**src/rtl/mem_load_align.sv**
```systemverilog
// Load-return stage: tracks loads through BRAM read latency, then lane-selects and extends doutB.
// Optional MEM_MISALIGN_TRAP_EN: misaligned loads retire on the misalign strobe instead of loadValid.
module mem_load_align #(
  parameter int READ_LATENCY = 1
) (
  input  logic        clk,
  input  logic        reset,
  input  logic        issue,
  input  logic [31:0] addr,
  input  logic [1:0]  memOp,
  input  logic [1:0]  memSize,
  input  logic [4:0]  rd,
  input  logic        flush,
  input  logic [31:0] doutB,
  output logic [31:0] loadData,
  output logic [4:0]  loadRd,
  output logic        loadValid,
  output logic        misalign,
  output logic        busy
);

  localparam logic [1:0] MEM_DISABLE   = 2'b00;
  localparam logic [1:0] MEM_READ_SEXT = 2'b01;
  localparam logic [1:0] MEM_READ_ZEXT = 2'b10;
  localparam logic [1:0] MEM_WRITE     = 2'b11;
  localparam logic [1:0] BYTE          = 2'b00;
  localparam logic [1:0] HALFWORD      = 2'b01;
  localparam logic [1:0] WORD          = 2'b10;

  typedef struct packed {
    logic       valid;
    logic [1:0] addrLo;
    logic       zext;
    logic [1:0] size;
    logic [4:0] rd;
  } tag_t;

  tag_t        tagPipe [READ_LATENCY];
  tag_t        newTag;
  tag_t        head;
  logic        retire;
  logic [7:0]  laneByte;
  logic [15:0] laneHalf;
  logic [31:0] aligned;
  logic        unusedAddr;

  assign unusedAddr = ^addr[31:2];

  // Stores and no-ops never create a tag; memOp[1] distinguishes ZEXT from SEXT for loads.
  always_comb begin
    newTag.valid  = issue && (memOp == MEM_READ_SEXT || memOp == MEM_READ_ZEXT)
                    && memOp != MEM_DISABLE && memOp != MEM_WRITE;
    newTag.addrLo = addr[1:0];
    newTag.zext   = memOp[1];
    newTag.size   = memSize;
    newTag.rd     = rd;
  end

  // NOTE: sequential state uses <= so every stage samples the pre-edge value of its neighbour.
  // NOTE: only the valid bits need reset; the payload is ignored whenever valid is low.
  always_ff @(posedge clk) begin
    tagPipe[0] <= newTag;
    for (int i = 1; i < READ_LATENCY; i++) tagPipe[i] <= tagPipe[i-1];
    if (reset || flush) begin
      for (int i = 0; i < READ_LATENCY; i++) tagPipe[i].valid <= 1'b0;
    end
  end

  assign head   = tagPipe[READ_LATENCY-1];
  assign retire = head.valid && !flush;

  // NOTE: every variable gets a default before the case so no latch is inferred.
  always_comb begin
    laneByte = doutB[7:0];
    laneHalf = head.addrLo[1] ? doutB[31:16] : doutB[15:0];
    aligned  = doutB;
    case (head.addrLo)
      2'd1:    laneByte = doutB[15:8];
      2'd2:    laneByte = doutB[23:16];
      2'd3:    laneByte = doutB[31:24];
      default: laneByte = doutB[7:0];
    endcase
    case (head.size)
      BYTE:        aligned = {{24{laneByte[7] & ~head.zext}}, laneByte};
      HALFWORD:    aligned = {{16{laneHalf[15] & ~head.zext}}, laneHalf};
      WORD, 2'b11: aligned = doutB;
    endcase
  end

`ifdef MEM_MISALIGN_TRAP_EN
  logic misaligned;
  assign misaligned = (head.size == HALFWORD && head.addrLo[0])
                   || ((head.size == WORD || head.size == 2'b11) && head.addrLo != 2'b00);

  always_ff @(posedge clk) begin
    if (reset) begin
      loadValid <= 1'b0;
      misalign  <= 1'b0;
      loadData  <= 32'h0;
      loadRd    <= 5'h0;
    end else begin
      loadValid <= retire && !misaligned;
      misalign  <= retire && misaligned;
      if (retire) begin
        loadData <= misaligned ? 32'h0 : aligned;
        loadRd   <= head.rd;
      end
    end
  end
`else
  assign misalign = 1'b0;

  always_ff @(posedge clk) begin
    if (reset) begin
      loadValid <= 1'b0;
      loadData  <= 32'h0;
      loadRd    <= 5'h0;
    end else begin
      loadValid <= retire;
      if (retire) begin
        loadData <= aligned;
        loadRd   <= head.rd;
      end
    end
  end
`endif

  always_comb begin
    busy = loadValid;
    for (int i = 0; i < READ_LATENCY; i++) busy = busy | tagPipe[i].valid;
  end

endmodule

```
**config.mk**
```make
export PLATFORM = sky130hd
export DESIGN_NAME = mem_load_align
export DESIGN_NICKNAME = d
export VERILOG_FILES = /design/src/rtl/mem_load_align.sv
export SDC_FILE = /design/constraint.sdc
export NUM_CORES = 1
export LEC_CHECK = 0
export ABC_CLOCK_PERIOD_IN_PS = 2029
export CORE_ASPECT_RATIO = 0.5
export CORE_MARGIN = 2
export CORE_UTILIZATION = 35
export CTS_CLUSTER_DIAMETER = 200
export DETAILED_ROUTE_END_ITERATION = 12
export GPL_TIMING_DRIVEN = 0
export PLACE_DENSITY = 0.8
export RECOVER_POWER = 50
export SLEW_MARGIN = 5
export SYNTH_ARGS = -nofsm -noshare
export SYNTH_HDL_FRONTEND = slang
export SYNTH_SLANG_ARGS = --single-unit
```
**constraint.sdc**
```tcl
create_clock -name clk -period 2.03 [get_ports clk]
set_clock_uncertainty 0.2 [all_clocks]
set_input_delay 0.406 -clock clk [delete_from_list [all_inputs] [get_ports clk]]
set_output_delay 0.406 -clock clk [all_outputs]
set_load 0.05 [all_outputs]
```
==> impl_metrics.env <==
export IMPL_area_growth_pct=49.8
export IMPL_cts_sinks=49
export IMPL_muxShareOfSynthArea_pct=4.93
export IMPL_critical_path_class="flop to output port"
export IMPL_vias_per_cell=5.16
export IMPL_path_clk_slew_ps=70
export IMPL_vias=2262
export IMPL_nFillCells=554
export IMPL_synth_top_family_by_area="compound AO/OA/AOI/OAI gates"
export IMPL_ys_warn_count=0
export IMPL_synth_fp_nets=335
export IMPL_dieArea_sq_mm=0.00700
export IMPL_die_height_um=60.2
export IMPL_sw_frac_of_total_pct=25.3
export IMPL_finalHoldViolCount=0
export IMPL_drv_slew=0
export IMPL_synthAdderAreaFrac_pct=1.13
export IMPL_intPower_mw=1.72
export IMPL_worstPathArrival_ps=1340
export IMPL_cts_inserted_buffers=5
export IMPL_hold_buffers=0
export IMPL_netlist_cell_type_count=34
export IMPL_htree_num_levels=2
export IMPL_cts_buffer_depth=2
export IMPL_antennaDiodeCount=0
export IMPL_maxCapViolCount=0
export IMPL_ir_drop_uv=340
export IMPL_grt_usage_pct=20.6
export IMPL_p_leak_nw=1.37
export IMPL_firstDrtPassIters=5
export IMPL_drc_errors=0
export IMPL_slew_headroom_pct=53.2
export IMPL_dp_hpwl_um=5320
export IMPL_power_mw=2.30
export IMPL_wl_met2_um=3230
export IMPL_pwr_share_seq_pct=43.4
export IMPL_final_core_util_pct=54.4
export IMPL_status="finished, final reports clean"
export IMPL_hold_path_class="flop to flop"
export IMPL_cp_start_kind="flop"
export IMPL_grt_max_degree=17
export IMPL_wl_um=6940
export IMPL_die_width_um=116
export IMPL_antenna_left=0
export IMPL_synth_compound_area_share_pct=24.3
export IMPL_syn_inst=256
export IMPL_routedWlPerCell_um=15.8
export IMPL_switchingPower_mw=0.582
export IMPL_final_nets=428
export IMPL_crit_required_ps=1420
export IMPL_p_comb_share_pct=15.1
export IMPL_clkPwrFrac_pct=41.5
export IMPL_period_share_pct=96.0
export IMPL_antenna_found_initial=0
export IMPL_io_pins=117
export IMPL_syn_area_per_cell_sq_um=8.63
export IMPL_route_met3_wl_um=596
export IMPL_ys_seq_area_share_pct=44.4
export IMPL_wl_met1_um=3050
export IMPL_start_util_pct=36.3
export IMPL_coreArea_sq_mm=0.00608
export IMPL_synth_seq_cells=49
export IMPL_grt_pass1_wl_um=11100
export IMPL_synth_simple_area_share_pct=20.1
export IMPL_root_buffer="clkbuf_16"
export IMPL_drt_iter0_drc=154
export IMPL_synth_xor_area_share_pct=0
export IMPL_max_freq_ghz=0.513
export IMPL_setup_viol=0
export IMPL_rows=20
export IMPL_cellPowerDensity_mw_per_mm2=695
export IMPL_cp_max_fo=3
export IMPL_worst_setup_path_end_kind="output port"
export IMPL_grt_pass1_vias=2227
export IMPL_routed_top_layer="met4"
export IMPL_rsz0062_at_grt="false"
export IMPL_overflow=0
export IMPL_clk_latency_ps=290
export IMPL_period_minus_slack_ps=1950
export IMPL_netlist_area_sq_mm=0.00221
export IMPL_tightest_slew_ps=702
export IMPL_cts_tree="done"
export IMPL_port_buffers=84
export IMPL_gp_congestion=0.915
export IMPL_drive_gt1_share_pct=12.3
## power by group through the flow
stage          clock network, mW  logic (mW)  registers, mW
2_1_floorplan                  0       0.140           1.06
3_3_place_gp                   0       0.346           1.02
3_5_place_dp                   0       0.351           1.02
4_1_cts                    0.972       0.346          0.998
5_1_grt                     1.02       0.371           1.00
6_report                   0.956       0.347          0.999
## final cells by class
type,count,area (sq um),share of cell area (%)
Clock buffer,5,125,3.78
Tap cell,88,110,3.33
Timing Repair Buffer,86,802,24.2
Multi-Input combinational cell,183,1130,34.2
Buffer,20,97.6,2.95
Sequential cell,49,981,29.6
Clock inverter,3,46.3,1.40
Inverter,4,15.0,0.454
## cells in the mapped netlist
cell type  count  area (sq um)
ha_1           2          25.0
nor3_4         1          16.3
or2_1          1          6.26
or2_2          1          6.26
buf_1          3          11.3
nor2_1        35           131
clkbuf_1       8          30.0
o21ai_0        1          5.00
conb_1         1          3.75
a221oi_1       1          8.76
buf_4          1          7.51
a22o_1         2          17.5
a211oi_1       7          52.6
nor3_1         2          10.0
buf_6          1          11.3
nand2b_1       3          18.8
a21oi_2        2          17.5
dfxtp_1       49           981
and2_0         1          6.26
nand2_1       41           154
nor3_2         1          10.0
mux2_2         7          78.8
nand3_1        1          5.00
mux2i_1        3          30.0
buf_2          7          35.0
a32oi_1        6          52.6
a311oi_1       7          61.3
nor2b_1       11          68.8
or4bb_1        1          11.3
a211oi_2      10           125
o22ai_1        1          6.26
inv_1          4          15.0
a21oi_1       26           130
a22oi_1        8          60.1
## sequential cells by signal (all words and copies together), names as in the netlist
| name | count |
|---|---|
| tagPipe | 11 |
| loadRd | 5 |
| loadData | 32 |
| loadValid | 1 |
## final timing paths
kind | endpoint | slack (ps) | from | depth (start not counted)
max reg2reg | loadData[12] | 260 | tagPipe[0][9] | 5
max | busy | 80 | tagPipe[0][10] | 2
min reg2reg | loadRd[1] | 240 | tagPipe[0][1] | 2
min | loadRd[1] | 240 | tagPipe[0][1] | 2
## cells by family after synthesis
logic type,Yosys count
flops,49
compound gates,71
buf+inv,24
other cells,1
fa+ha+maj,2
mux,10
simple gates,99
## placed cells by master (no fill, tap or decap), types with 4 or more instances in the layout
master,n
a311oi_1,7
inv_1,4
buf_2,7
a22oi_1,8
a32oi_1,6
dlygate4sd3_1,10
a21oi_1,26
dlygate4sd2_1,38
nor2_1,35
clkbuf_16,5
clkbuf_1,8
clkdlybuf4s50_1,35
dfxtp_1,49
nand2_1,41
nor2b_1,11
a211oi_1,7
a211oi_2,10
mux2_2,7
## worst max-delay path, cell delays in order, from the launching register on
cell and delay, ps:
dfxtp_1 330, or2_2 300, dlygate4sd2_1 420
## metrics by stage
stage / instances / hold slack [ps] / setup slack, ps / TNS, ps / instance area [sq um]
after detailed placement: 428 / 233 / -366 / -7140 / 3160
after global routing: 438 / 264 / 1.19 / 0 / 3310
after CTS: 436 / 243 / 1.60 / 0 / 3290
after global placement: 428 / 222 / -286 / -5480 / 3160
final: 438 / 239 / 81.6 / 0 / 3310
after floorplan: 256 / 217 / 400 / 0 / 2210
## metal layers
layer / up-vias / global-route usage (%)
met1: 1070 / 26.6
li1: 1081 / -
met4: 0 / 4.25
met3: 8 / 5.98
met5: - / 0
met2: 103 / 34.6
## timing repair
item	CTS	global route
gates resized for setup	39	5
setup buffers	0	2
setup endpoints to repair	48	21
pin swaps	0	1
No activity file was read; power rests on OpenSTA's default activity.
